<file path="src/rtl/req_arbiter_32.sv">
// req_arbiter_32: 32-requester arbiter with sticky pending bits, per-requester
// mask and fixed or rotating priority, presenting one grant at a time over a
// valid/ack handshake.
//   clk, rst_n   : clock, asynchronous active-low reset
//   req          : request pulses, each set bit latches into pending
//   mask_wr      : load mask from mask_data (1 = requester disabled)
//   grant_ack    : consumer accepts the presented grant
//   grant_valid  : a grant is being presented
//   grant_idx    : index of the granted requester
//   pending      : sticky pending bits
//   busy         : arbiter is in the GRANT state
module req_arbiter_32 #(
   parameter bit ROUND_ROBIN = 1'b0
) (
   input  logic        clk,
   input  logic        rst_n,
   input  logic [31:0] req,
   input  logic        mask_wr,
   input  logic [31:0] mask_data,
   input  logic        grant_ack,
   output logic        grant_valid,
   output logic [4:0]  grant_idx,
   output logic [31:0] pending,
   output logic        busy
);

   localparam int unsigned N  = 32;
   localparam int unsigned IW = 5;

   typedef enum logic {
      ST_IDLE  = 1'b0,
      ST_GRANT = 1'b1
   } state_t;

   state_t          r_state;
   state_t          w_state_nxt;
   logic [N-1:0]    r_pending;
   logic [N-1:0]    r_mask;
   logic [N-1:0]    w_elig;
   logic [N-1:0]    w_clr;
   logic [N-1:0]    w_pending_nxt;
   logic [N-1:0]    w_mask_nxt;
   logic [IW-1:0]   r_grant_idx;
   logic [IW-1:0]   r_last;
   logic [IW-1:0]   w_sel_idx;
   logic [IW-1:0]   w_grant_idx_nxt;
   logic [IW-1:0]   w_last_nxt;
   logic            r_grant_valid;
   logic            w_grant_valid_nxt;
   logic            w_any_elig;

   assign w_elig     = r_pending & ~r_mask;
   assign w_any_elig = |w_elig;

   // Priority select; later loop iterations overwrite earlier ones, so the
   // last hit in each loop is the winner.
   always_comb begin : sel_p
      logic [IW-1:0] v_cand;
      w_sel_idx = '0;
      v_cand    = '0;
      if (ROUND_ROBIN) begin
         // Offsets 32..1 from last: offset 1 (last-1) wins, offset 32 is last itself.
         for (int j = 32; j >= 1; j--) begin
            v_cand = r_last - IW'(j);
            if (w_elig[v_cand]) w_sel_idx = v_cand;
         end
      end else begin
         for (int i = 0; i < 32; i++) begin
            if (w_elig[i]) w_sel_idx = IW'(i);
         end
      end
   end

   // Next-state and registered-output values.
   always_comb begin
      w_state_nxt       = r_state;
      w_grant_valid_nxt = r_grant_valid;
      w_grant_idx_nxt   = r_grant_idx;
      w_last_nxt        = r_last;
      w_clr             = '0;
      case (r_state)
         ST_IDLE: begin
            if (w_any_elig) begin
               w_state_nxt       = ST_GRANT;
               w_grant_valid_nxt = 1'b1;
               w_grant_idx_nxt   = w_sel_idx;
            end
         end
         ST_GRANT: begin
            if (grant_ack) begin
               w_state_nxt       = ST_IDLE;
               w_grant_valid_nxt = 1'b0;
               w_clr             = N'(1) << r_grant_idx;
               w_last_nxt        = r_grant_idx;
            end
         end
         default: begin
            w_state_nxt       = ST_IDLE;
            w_grant_valid_nxt = 1'b0;
         end
      endcase
   end

   // New requests are OR-ed in after the ack-clear so a same-cycle set wins.
   assign w_pending_nxt = (r_pending & ~w_clr) | req;
   assign w_mask_nxt    = mask_wr ? mask_data : r_mask;

   // State and datapath registers.
   always_ff @(posedge clk or negedge rst_n) begin
      if (!rst_n) begin
         r_state       <= ST_IDLE;
         r_grant_valid <= 1'b0;
         r_grant_idx   <= '0;
         r_last        <= '0;
         r_pending     <= '0;
         r_mask        <= '0;
      end else begin
         r_state       <= w_state_nxt;
         r_grant_valid <= w_grant_valid_nxt;
         r_grant_idx   <= w_grant_idx_nxt;
         r_last        <= w_last_nxt;
         r_pending     <= w_pending_nxt;
         r_mask        <= w_mask_nxt;
      end
   end

   assign grant_valid = r_grant_valid;
   assign grant_idx   = r_grant_idx;
   assign pending     = r_pending;
   assign busy        = (r_state == ST_GRANT);

endmodule

</file>
<file path="config.mk">
export PLATFORM = sky130hd
export DESIGN_NAME = req_arbiter_32
export DESIGN_NICKNAME = d
export VERILOG_FILES = /design/src/rtl/req_arbiter_32.sv
export SDC_FILE = /design/constraint.sdc
export NUM_CORES = 1
export LEC_CHECK = 0
export ABC_AREA = 1
export ABC_CLOCK_PERIOD_IN_PS = 2400
export CAP_MARGIN = 20
export CORE_ASPECT_RATIO = 1.1
export CORE_UTILIZATION = 30
export CTS_CLUSTER_SIZE = 14
export DETAILED_ROUTE_END_ITERATION = 8
export PLACE_DENSITY = 0.65
export SLEW_MARGIN = 20
export SYNTH_ARGS = -nofsm -noshare
export SYNTH_HDL_FRONTEND = slang
export SYNTH_SLANG_ARGS = --single-unit
</file>
<file path="constraint.sdc">
create_clock -name clk -period 2.4 [get_ports clk]
set_input_delay 0.72 -clock clk [delete_from_list [all_inputs] [get_ports clk]]
set_output_delay 0.72 -clock clk [all_outputs]
set_load 0.02 [all_outputs]
</file>
==> reports/results.tsv <==
stage	metric	value	unit
status	status	finished clean	
floorplan	die span in x	102	um
synthesis	Syn Std Cell Area	0.00333	mm^2
power	Total Power	0.00387	W
worst_setup_path	Startpoint Class	flip-flop	
worst_setup_path	Worst Setup End Kind	flip-flop	
timing	relative slew slack	65.2	%
worst_setup_path	CP max-delay cell	dfrtp_1	
drt	Routed Antenna Nets	0	
power	pwr/cell area	789	mW/mm^2
floorplan	Die H	112	um
synthesis	Syn. warnings	0	
placed_design	pre-CTS setup slack	150	ps
synthesis	Distinct cells, synth	23	
worst_setup_path	crit-path max FO	2	
cts	Root Driver	clkbuf_16	
worst_setup_path	R2R Setup Slk	190	ps
grt	vias in the first global route	3103	
grt	Overall Global Routing Usage	17.4	%
layout	layout cell share with drive strength beyond 1	9.31	%
floorplan	DIE AREA	0.0115	mm^2
worst_setup_path	R2R depth	31	
floorplan	CORE AREA	0.0106	mm^2
grt	maximum number of pins on one net before global-route repair	72	
synthesis	Mapped Avg Cell Area	7.96	um^2
drt	vias per cell	4.50	
cts	clk sinks	71	
timing	pins over their slew limit	0	
drt	DRT Pass-1 Iters	5	
timing	Hold Fails Final Rpt	0	
drt	routed via count	3060	
cts	Post-CTS Hold Fix Bufs	0	
cts	Skew-Pair Late Insertion Delay	330	ps
layout	Design Area, Final	0.00490	mm^2
layout	synthesis-to-layout area growth	47.5	%
synthesis	synthesized instance count	418	
placed_design	hpwl dp	7.28	mm
timing	Setup WS post-layout	195	ps
run	max-cap check violation count	0	
timing	final setup vio count	0	
timing	Max Fclk	0.453	GHz
placed_design	Post-DP Area	0.00458	mm^2
drt	DRC violations left	0	
drt	DR iter-0 viols	133	
layout	# diodes	0	
floorplan	Rows	39	
worst_setup_path	crit path DAT	2460	ps
synthesis	synthesized flop and latch total	71	
timing	crit path time final	2210	ps
worst_setup_path	R2R Path Start	r_mask[1]	
timing	worst slew pin tran	523	ps
floorplan	Initial Utilization	31.4	%
synthesis	Net Count, Synth	486	
layout	final net count	600	
worst_setup_path	cell mode on critical path	nand2_1	
power	Max IR drop VDD	0.371	mV
placed_design	RD Place Congestion	0.857	
grt	GR Overflow Total	0	
drt	WL/cell	13.9	um
placed_design	# port buffers	106	
cts	CTS tree	yes	
timing	unrepaired setup endpoints after global routing	yes	
power	LEAKAGE	2.25	nW
grt	initial antenna violation count	0	
cts	H-tree Lvls	3	
worst_setup_path	max incr delay on CP	380	ps
grt	global-route wire length before repair	15.0	mm
hold_path	Hold WC Path Type	input pin to asynchronous set/reset pin	
worst_setup_path	CP required	2660	ps
cts	clk slew on worst S/H paths	50	ps
cts	Num CTS Buffers	9	
worst_setup_path	crit path launch	r_mask[1]	
cts	Max Buffers Root-to-Sink	2	
timing	Tcrit/Tclk final	91.9	%
floorplan	# IOs	107	
synthesis	sequential fraction of the synthesis area	53.4	%
worst_setup_path	worst setup path class	flip-flop to flip-flop	
drt	DRT Wirelength	9.43	mm
timing	Setup Skew	3.94	ps
## critical path, delay by kind of cell (launching register included)
| kind | cells | cell delay (ps) |
|---|---|---|
| AO/OA/AOI/OAI | 1 | 100 |
| AND/OR/NAND/NOR | 30 | 1660 |
| flip-flops | 1 | 380 |
## per-layer routing
layer | global-route usage (%) | up-vias | part of all wire [%]
met1 | 22.0 | 1428 | 43
met5 | 0 | - | 0
met3 | 3.55 | 10 | 6.5
met4 | 6.10 | 0 | 0.66
li1 | - | 1530 | -
met2 | 29.4 | 92 | 50
## cell type report
class	count	area, um^2
clock buffer	12	236
clock inverter	4	70.1
fill	1085	5680
inverter	71	267
multi-input combinational	264	1240
sequential	71	1780
tap	143	179
timing repair buffer	115	1130
## worst paths after layout
check / to
worst max-delay path: grant_idx[0]
worst min-delay path: r_mask[5]
worst max register to register: grant_idx[0]
worst min register to register: r_mask[31]
max in group asynchronous: r_mask[30]
min in group clk: r_mask[31]
## cell usage in the layout, fill, tap and decap left out, types with 3 or more instances in the layout
cell type / instances
mux2_2: 3
nand2_2: 8
nand2_4: 8
nor3_1: 4
clkdlybuf4s50_1: 104
dfrtp_1: 71
nand2_1: 130
clkbuf_16: 9
inv_2: 5
nand4_1: 12
clkbuf_1: 3
o21ai_0: 62
buf_4: 8
inv_1: 64
nor2_1: 22
o21bai_1: 3
## flip-flops by register name, summed over array words and instances, names as in the netlist
name and cells:
pending 32, r_mask 32, grant_idx 5, busy 1, grant_valid 1
## power breakdown
part / total, W / internal [W] / switching, W
clock network: 0.00138 / 0.000907 / 0.000477
registers: 0.00143 / 0.00133 / 0.000103
logic: 0.00105 / 0.000421 / 0.000631
## synth_stat cells (all sizes together)
library cell | instances | area [um^2]
a21oi | 3 | 18.8
a31oi | 1 | 6.26
a32oi | 1 | 8.76
clkbuf | 12 | 45.0
clkinv | 2 | 7.51
dfrtp | 71 | 1780
inv | 69 | 259
mux2 | 3 | 33.8
nand2 | 146 | 621
nand3 | 2 | 10.0
nand4 | 12 | 75.1
nor2 | 23 | 88.8
nor3 | 4 | 20.0
o21ai | 64 | 320
o21bai | 3 | 22.5
o22ai | 1 | 6.26
or2 | 1 | 6.26
## per-stage QoR
| stage | util (%) | cells | TNS [ps] | hold WS (ps) |
|---|---|---|---|---|
| after floorplan | - | 418 | 0 | 424 |
| after CTS | 46.1 | 678 | 0 | 437 |
| after global placement | 43.2 | 662 | 0 | 489 |
| final | 46.3 | 680 | 0 | 387 |
| after global routing | 46.3 | 680 | -152 | 453 |
| after detailed placement | 43.2 | 662 | 0 | 497 |
## kinds of logic after synthesis
| kind of cell | after synthesis | synth area share, % |
|---|---|---|
| and+or+nand+nor | 188 | 24.7 |
| buffers and inverters | 83 | 9.37 |
| AOI/OAI and AO/OA | 73 | 11.5 |
| DFF | 71 | 53.4 |
| muxes | 3 | 1.02 |
## repair_timing
action,4_1_cts,5_1_grt
endpoints found under the hold margin,0,0
setup endpoints to repair,0,1
resized for setup,0,5
buffers inserted,0,2
Power figures use the tool's default switching activity.
